==> src/rtl/jellyvl_stream_fifo_if.sv <==
// Stream bus for jellyvl_stream_fifo: write side, read side and fill-level status.
interface jellyvl_stream_fifo_if #(
  parameter type         t_data   = logic [8-1:0],
  parameter int unsigned PTR_BITS = 4
);
  t_data             s_data;
  logic              s_valid;
  logic              s_ready;
  t_data             m_data;
  logic              m_valid;
  logic              m_ready;
  logic [PTR_BITS:0] data_count;
  logic [PTR_BITS:0] free_count;

  modport slave (
    input  s_data, s_valid, m_ready,
    output s_ready, m_data, m_valid, data_count, free_count
  );

  modport master (
    output s_data, s_valid, m_ready,
    input  s_ready, m_data, m_valid, data_count, free_count
  );
endinterface

==> src/rtl/jellyvl_stream_fifo.sv <==
// First-word-fall-through stream FIFO with registered occupancy count and
// combinational head read; sits downstream of jellyvl_data_delay.
module jellyvl_stream_fifo #(
  parameter type         t_data    = logic [8-1:0],
  parameter int unsigned PTR_BITS  = 4,
  parameter t_data       INIT_DATA = 'x
) (
  input  logic                    clk,
  input  logic                    reset,
  input  logic                    cke,
  jellyvl_stream_fifo_if.slave    bus
);
  localparam int unsigned       DEPTH   = 2 ** PTR_BITS;
  localparam logic [PTR_BITS:0] DEPTH_C = {1'b1, {PTR_BITS{1'b0}}};

  t_data                mem_q [DEPTH];
  logic [PTR_BITS-1:0]  wr_ptr_q, wr_ptr_d;
  logic [PTR_BITS-1:0]  rd_ptr_q, rd_ptr_d;
  logic [PTR_BITS:0]    count_q,  count_d;

  logic s_ready;
  logic m_valid;
  logic push;
  logic pop;

  // Full never accepts, even with a simultaneous pop, so s_ready stays registered-only.
  assign s_ready = !reset && (count_q != DEPTH_C);
  assign m_valid = (count_q != '0);
  assign push    = cke && bus.s_valid && s_ready;
  assign pop     = cke && m_valid && bus.m_ready;

  assign bus.s_ready    = s_ready;
  assign bus.m_valid    = m_valid;
  assign bus.m_data     = m_valid ? mem_q[rd_ptr_q] : INIT_DATA;
  assign bus.data_count = count_q;
  assign bus.free_count = DEPTH_C - count_q;

  always_comb begin
    wr_ptr_d = wr_ptr_q;
    rd_ptr_d = rd_ptr_q;
    count_d  = count_q;
    if (push) wr_ptr_d = wr_ptr_q + PTR_BITS'(1);
    if (pop)  rd_ptr_d = rd_ptr_q + PTR_BITS'(1);
    case ({push, pop})
      2'b10:   count_d = count_q + (PTR_BITS+1)'(1);
      2'b01:   count_d = count_q - (PTR_BITS+1)'(1);
      default: count_d = count_q;
    endcase
  end

  always_ff @(posedge clk) begin
    if (reset) begin
      wr_ptr_q <= '0;
      rd_ptr_q <= '0;
      count_q  <= '0;
    end else begin
      wr_ptr_q <= wr_ptr_d;
      rd_ptr_q <= rd_ptr_d;
      count_q  <= count_d;
    end
  end

  // Storage is never cleared; push already excludes reset cycles via s_ready.
  always_ff @(posedge clk) begin
    if (push) mem_q[wr_ptr_q] <= bus.s_data;
  end
endmodule

==> src/flat_wrapper.sv <==
// flat-port wrapper written by rule: the top's interface ports become plain ports
module jellyvl_stream_fifo_flat 
#(
  parameter type         t_data    = logic [8-1:0],
  parameter int unsigned PTR_BITS  = 4,
  parameter t_data       INIT_DATA = 'x
)
  (clk, reset, cke, bus_s_data, bus_s_valid, bus_m_ready, bus_s_ready, bus_m_data, bus_m_valid, bus_data_count, bus_free_count);
  jellyvl_stream_fifo_if #(.t_data(t_data), .PTR_BITS(PTR_BITS)) bus_i ();
  input  logic clk;
  input  logic reset;
  input  logic cke;
  input wire logic [$bits(bus_i.s_data)-1:0] bus_s_data;
  input wire logic [$bits(bus_i.s_valid)-1:0] bus_s_valid;
  input wire logic [$bits(bus_i.m_ready)-1:0] bus_m_ready;
  output wire logic [$bits(bus_i.s_ready)-1:0] bus_s_ready;
  output wire logic [$bits(bus_i.m_data)-1:0] bus_m_data;
  output wire logic [$bits(bus_i.m_valid)-1:0] bus_m_valid;
  output wire logic [$bits(bus_i.data_count)-1:0] bus_data_count;
  output wire logic [$bits(bus_i.free_count)-1:0] bus_free_count;
  assign bus_i.s_data = bus_s_data;
  assign bus_i.s_valid = bus_s_valid;
  assign bus_i.m_ready = bus_m_ready;
  assign bus_s_ready = bus_i.s_ready;
  assign bus_m_data = bus_i.m_data;
  assign bus_m_valid = bus_i.m_valid;
  assign bus_data_count = bus_i.data_count;
  assign bus_free_count = bus_i.free_count;
  jellyvl_stream_fifo #(.t_data(t_data), .PTR_BITS(PTR_BITS), .INIT_DATA(INIT_DATA)) u_core (.clk(clk), .reset(reset), .cke(cke), .bus(bus_i));
endmodule
==> config.mk <==
export PLATFORM = sky130hd
export DESIGN_NAME = jellyvl_stream_fifo_flat
export DESIGN_NICKNAME = d
export VERILOG_FILES = /design/src/rtl/jellyvl_stream_fifo_if.sv /design/src/rtl/jellyvl_stream_fifo.sv /design/src/flat_wrapper.sv
export SDC_FILE = /design/constraint.sdc
export NUM_CORES = 1
export LEC_CHECK = 0
export CAP_MARGIN = 10
export CELL_PAD_IN_SITES_DETAIL_PLACEMENT = 0
export CELL_PAD_IN_SITES_GLOBAL_PLACEMENT = 2
export CORE_ASPECT_RATIO = 1.4
export CORE_UTILIZATION = 48
export CTS_BUF_LIST = sky130_fd_sc_hd__clkbuf_8
export DETAILED_ROUTE_END_ITERATION = 10
export PLACE_DENSITY = 0.82
export RECOVER_POWER = 100
export SYNTH_ARGS = -nofsm -noshare
export SYNTH_HDL_FRONTEND = slang
export SYNTH_SLANG_ARGS = --single-unit
==> constraint.sdc <==
create_clock -name clk -period 3.9 [get_ports clk]
set_input_delay 0.78 -clock clk [delete_from_list [all_inputs] [get_ports clk]]
set_output_delay 0.78 -clock clk [all_outputs]
set_load 0.005 [all_outputs]
==> summary.md <==
| Metric | Value |
|---|---|
| Most used DFF post-synth | edfxtp_1 |
| Routed Antenna Nets | 0 |
| Syn Area/Cell | around 19 µm² |
| Initial core utilization | ~49% |
| CP top delay family | multiplexers |
| CP startpoint kind | flip-flop |
| CTS clk-pin slew, worst paths | 70 ps |
| Final GP Congestion | approximately 0.75 |
| Multi-input gate area | ~1700 µm² |
| Num ports | 33 |
| Vias/cell | 5.658 |
| Fillers | about 960 |
| Std cell rows | between 40 and 50 |
| Post-synth EDFFs | approximately 130 |
| TritonCTS clock tree | yes |
| Final net count | about 400 |
| Post CTS Setup Buffer Count | 0 |
| Area Overhead vs Synth | 14.90% |
| Crit end category | output port |
| WP data required | ~3100 ps |
| Final Max Tran Viols | 0 |
| CTS buffer count | 17 |
| Syn Inst Count | 318 |
| Total track usage | 19.25% |
| Worst Path Max Fanout | 32 |
| Mapped Area | 6011 µm² |
| Largest net degree at the start of global routing | 33 |
| Die W | 96.58 µm |
| GR Overflow Total | 0 |
| Setup CP Type | flip-flop to output port |
| # diodes | 0 |
| Max cap viols | 0 |
| Post-route DRC | 0 |
| Share of layout cells above drive strength 1 | between 10% and 20% |
| Post_cts resized | 0 |
| Slew at the pin closest to its max-slew limit | 923.2 ps |
| Synth area leaders | edfxtp_1 64%, mux4_1 10%, mux4_2 6.0% |
| Post-Route WL | approximately 11000 µm |
| Slew margin rel. | 38.23% |
| Num Clock Sinks | about 150 |
| First-pass GRT wire length | approximately 17000 µm |
| Combinational power share | 19.2% |
| Slowest stage delay, CP | 610 ps |
| Post-synthesis sequential area ratio | 69.61% |
| Drt first pass iters | 4 |
| Final period utilization | 90.47% |
| Cell taking the most area after synthesis | edfxtp_1 |
| Post-synth net total | 341 |
| RSZ-0062 raised after global routing | no |
| Design Power | roughly 3.7 mW |
| Ordered list of cells on the worst path | buf_12, mux4_1, mux4_2, dlygate4sd3_1 |
| DRT iter0 DRCs | between 200 and 250 |
| Placed Area | between 6000 and 7000 µm² |
| Crit-path slowest cell | mux4_1 |
| FMAX | 283.4 MHz |
| Latest clock arrival within the worst-skew pair | ~450 ps |
| Yosys Warn Count | 0 |
| Root Driver | clkbuf_8 |
| Via Count | between 2000 and 3000 |
| Fin crit period | roughly 3500 ps |
| H-tree depth | 4 |
| Reg power frac | between 40% and 50% |
| Hold Vio Cnt, Final | 0 |
| Sw frac | roughly a quarter |
| DIE AREA | ~13000 µm² |
| Die height | around 130 µm |
| Clock skew | 18.02 ps |
| Cell variety after synth | 42 |
| Post-route cell area | about 7000 µm² |
| Port bufs | 32 |
| Hold-fix buffers, CTS | 0 |
| Setup ws final | roughly 370 ps |
| HPWL Detailed | 7209 µm |
| Pwr Density | 542.0 nW/µm² |
| Hold_ws | 529.0 ps |
| Vias in the first global route | between 3000 and 4000 |
| Final setup vio count | 0 |
| Hold crit path type | flip-flop to flip-flop |
| CP Buf/Inv Count | 2 |
| Async set-reset flop share out of synthesis | 0% |
| Dpl ws | 704.9 ps |
| Leakage power | approximately 2.2 nW |
| Initial antenna violation count | 0 |
| Avg WL per Cell | approximately 21 µm |
| Core area | ~12000 µm² |
| Status | complete, no violations |
| Pint | between 2 and 3 mW |
| Synth top area share | between 60% and 70% |
| Clk buf depth | 2 |
| FF+latch count, synth | 145 |
| Sw power | ~920 µW |
| Clock Power Share | between 30 and 40% |
| Critical path arrival | 2750 ps |
| Worst IR drop on VDD | roughly 340 µV |
| Final setup TNS | 0 ps |
| Sequential Area | ~4200 µm² |
## state kept, by name, summed over array words and instances, names as in the netlist, named ones only
signal,cells
u_core.rd_ptr_q,4
u_core.wr_ptr_q,4
u_core.bus.data_count,5
u_core.mem_q,128
## logic make-up (layout without fill, tap and decap cells)
family          Yosys count  count (layout)  share of synthesized area [%]
simple gates             67              67                          5.662
buf+inv                  29              90                          2.664
fa+ha+maj                10              10                          2.082
compound gates           13              13                          1.353
flops                   145             145                          69.61
xor+xnor                 10              10                          1.457
mux                      44              44                          17.17
## final timing paths
path         cells after the start  slack (ps)                                   from                               endpoint
max                              4         370                              flip-flop                          bus_m_data[6]
min                              2         530        u_core.rd_ptr_q[3]$_SDFFE_PP0P_        u_core.rd_ptr_q[3]$_SDFFE_PP0P_
max reg2reg                     14         610  u_core.bus.data_count[0]$_SDFFE_PP0P_  u_core.bus.data_count[4]$_SDFFE_PP0P_
min reg2reg                      2         530        u_core.rd_ptr_q[3]$_SDFFE_PP0P_        u_core.rd_ptr_q[3]$_SDFFE_PP0P_
## metal layers
| layer | routed length (µm) | global-route usage (%) | share of wire [%] |
|---|---|---|---|
| met2 | 5810 | 31.61 | 51 |
| met4 | 229 | 7.761 | 2.0 |
| met1 | 4890 | 24.32 | 43 |
| met5 | 0 | 0 | 0 |
| met3 | 380 | 4.592 | 3.4 |
## worst min-delay path, stage by stage (launching register included)
cell and delay [ps]:
dfxtp_1 330, xor2_1 80, nor2_1 80
## power groups by stage
stage	Sequential, mW	Combinational, mW	Clock (mW)
4_1_cts	1.78	0.785	1.26
3_3_place_gp	1.81	0.779	0
6_report	1.78	0.720	1.24
2_1_floorplan	1.79	0.483	0
5_1_grt	1.79	0.791	1.33
3_5_place_dp	1.82	0.780	0
## per-stage QoR
| step | std cells | util, % |
|---|---|---|
| 2_1_floorplan | 318 | - |
| 3_3_place_gp | 497 | 53.36 |
| 3_5_place_dp | 497 | 53.36 |
| 4_1_cts | 529 | 56.83 |
| 5_1_grt | 529 | 56.37 |
| 6_report | 529 | 56.37 |
## cell usage in the layout (no fill, tap or decap), types with 2 or more instances in the layout
cell               n
edfxtp_1         128
clkinv_1           2
nor2_1            27
o21ai_0            5
and3b_1            2
nand3b_1           2
clkdlybuf4s50_1    6
a21oi_1            2
dlygate4sd3_1     26
clkbuf_1          15
xor2_1             6
clkinv_4           2
mux2i_1            3
nand2_1            9
clkinv_2           3
mux4_1            24
nor4_1             2
dfxtp_1           16
nand4_1            3
inv_1              8
ha_1              10
nand4b_1           2
bufinv_16          4
nor3_1             7
clkinvlp_4         3
clkbuf_8          17
nand2b_1           3
xnor2_1            4
buf_4              2
nand3_1            3
mux4_2            16
## cell type report
| type | count | share of cell area (%) |
|---|---|---|
| sequential | 145 | 60.60 |
| clock buffer | 17 | 3.388 |
| multi-input combinational | 144 | 24.13 |
| timing repair buffer | 50 | 5.960 |
| clock inverter | 15 | 2.772 |
| tap | 150 | 2.717 |
| inverter | 8 | 0.4348 |
## cell usage after synthesis (all sizes together), types with 2 or more instances
master and count:
a21oi 2, and3b 2, buf 12, clkbuf 9
dfxtp 17, edfxtp 128, ha 10, inv 8
mux2i 3, mux4 40, nand2 9, nand2b 3
nand3 3, nand3b 2, nand4 3, nand4b 2
nor2 27, nor3 7, nor4 2, o21ai 5
xnor2 4, xor2 6
No activity file was read; power rests on OpenSTA's default activity.
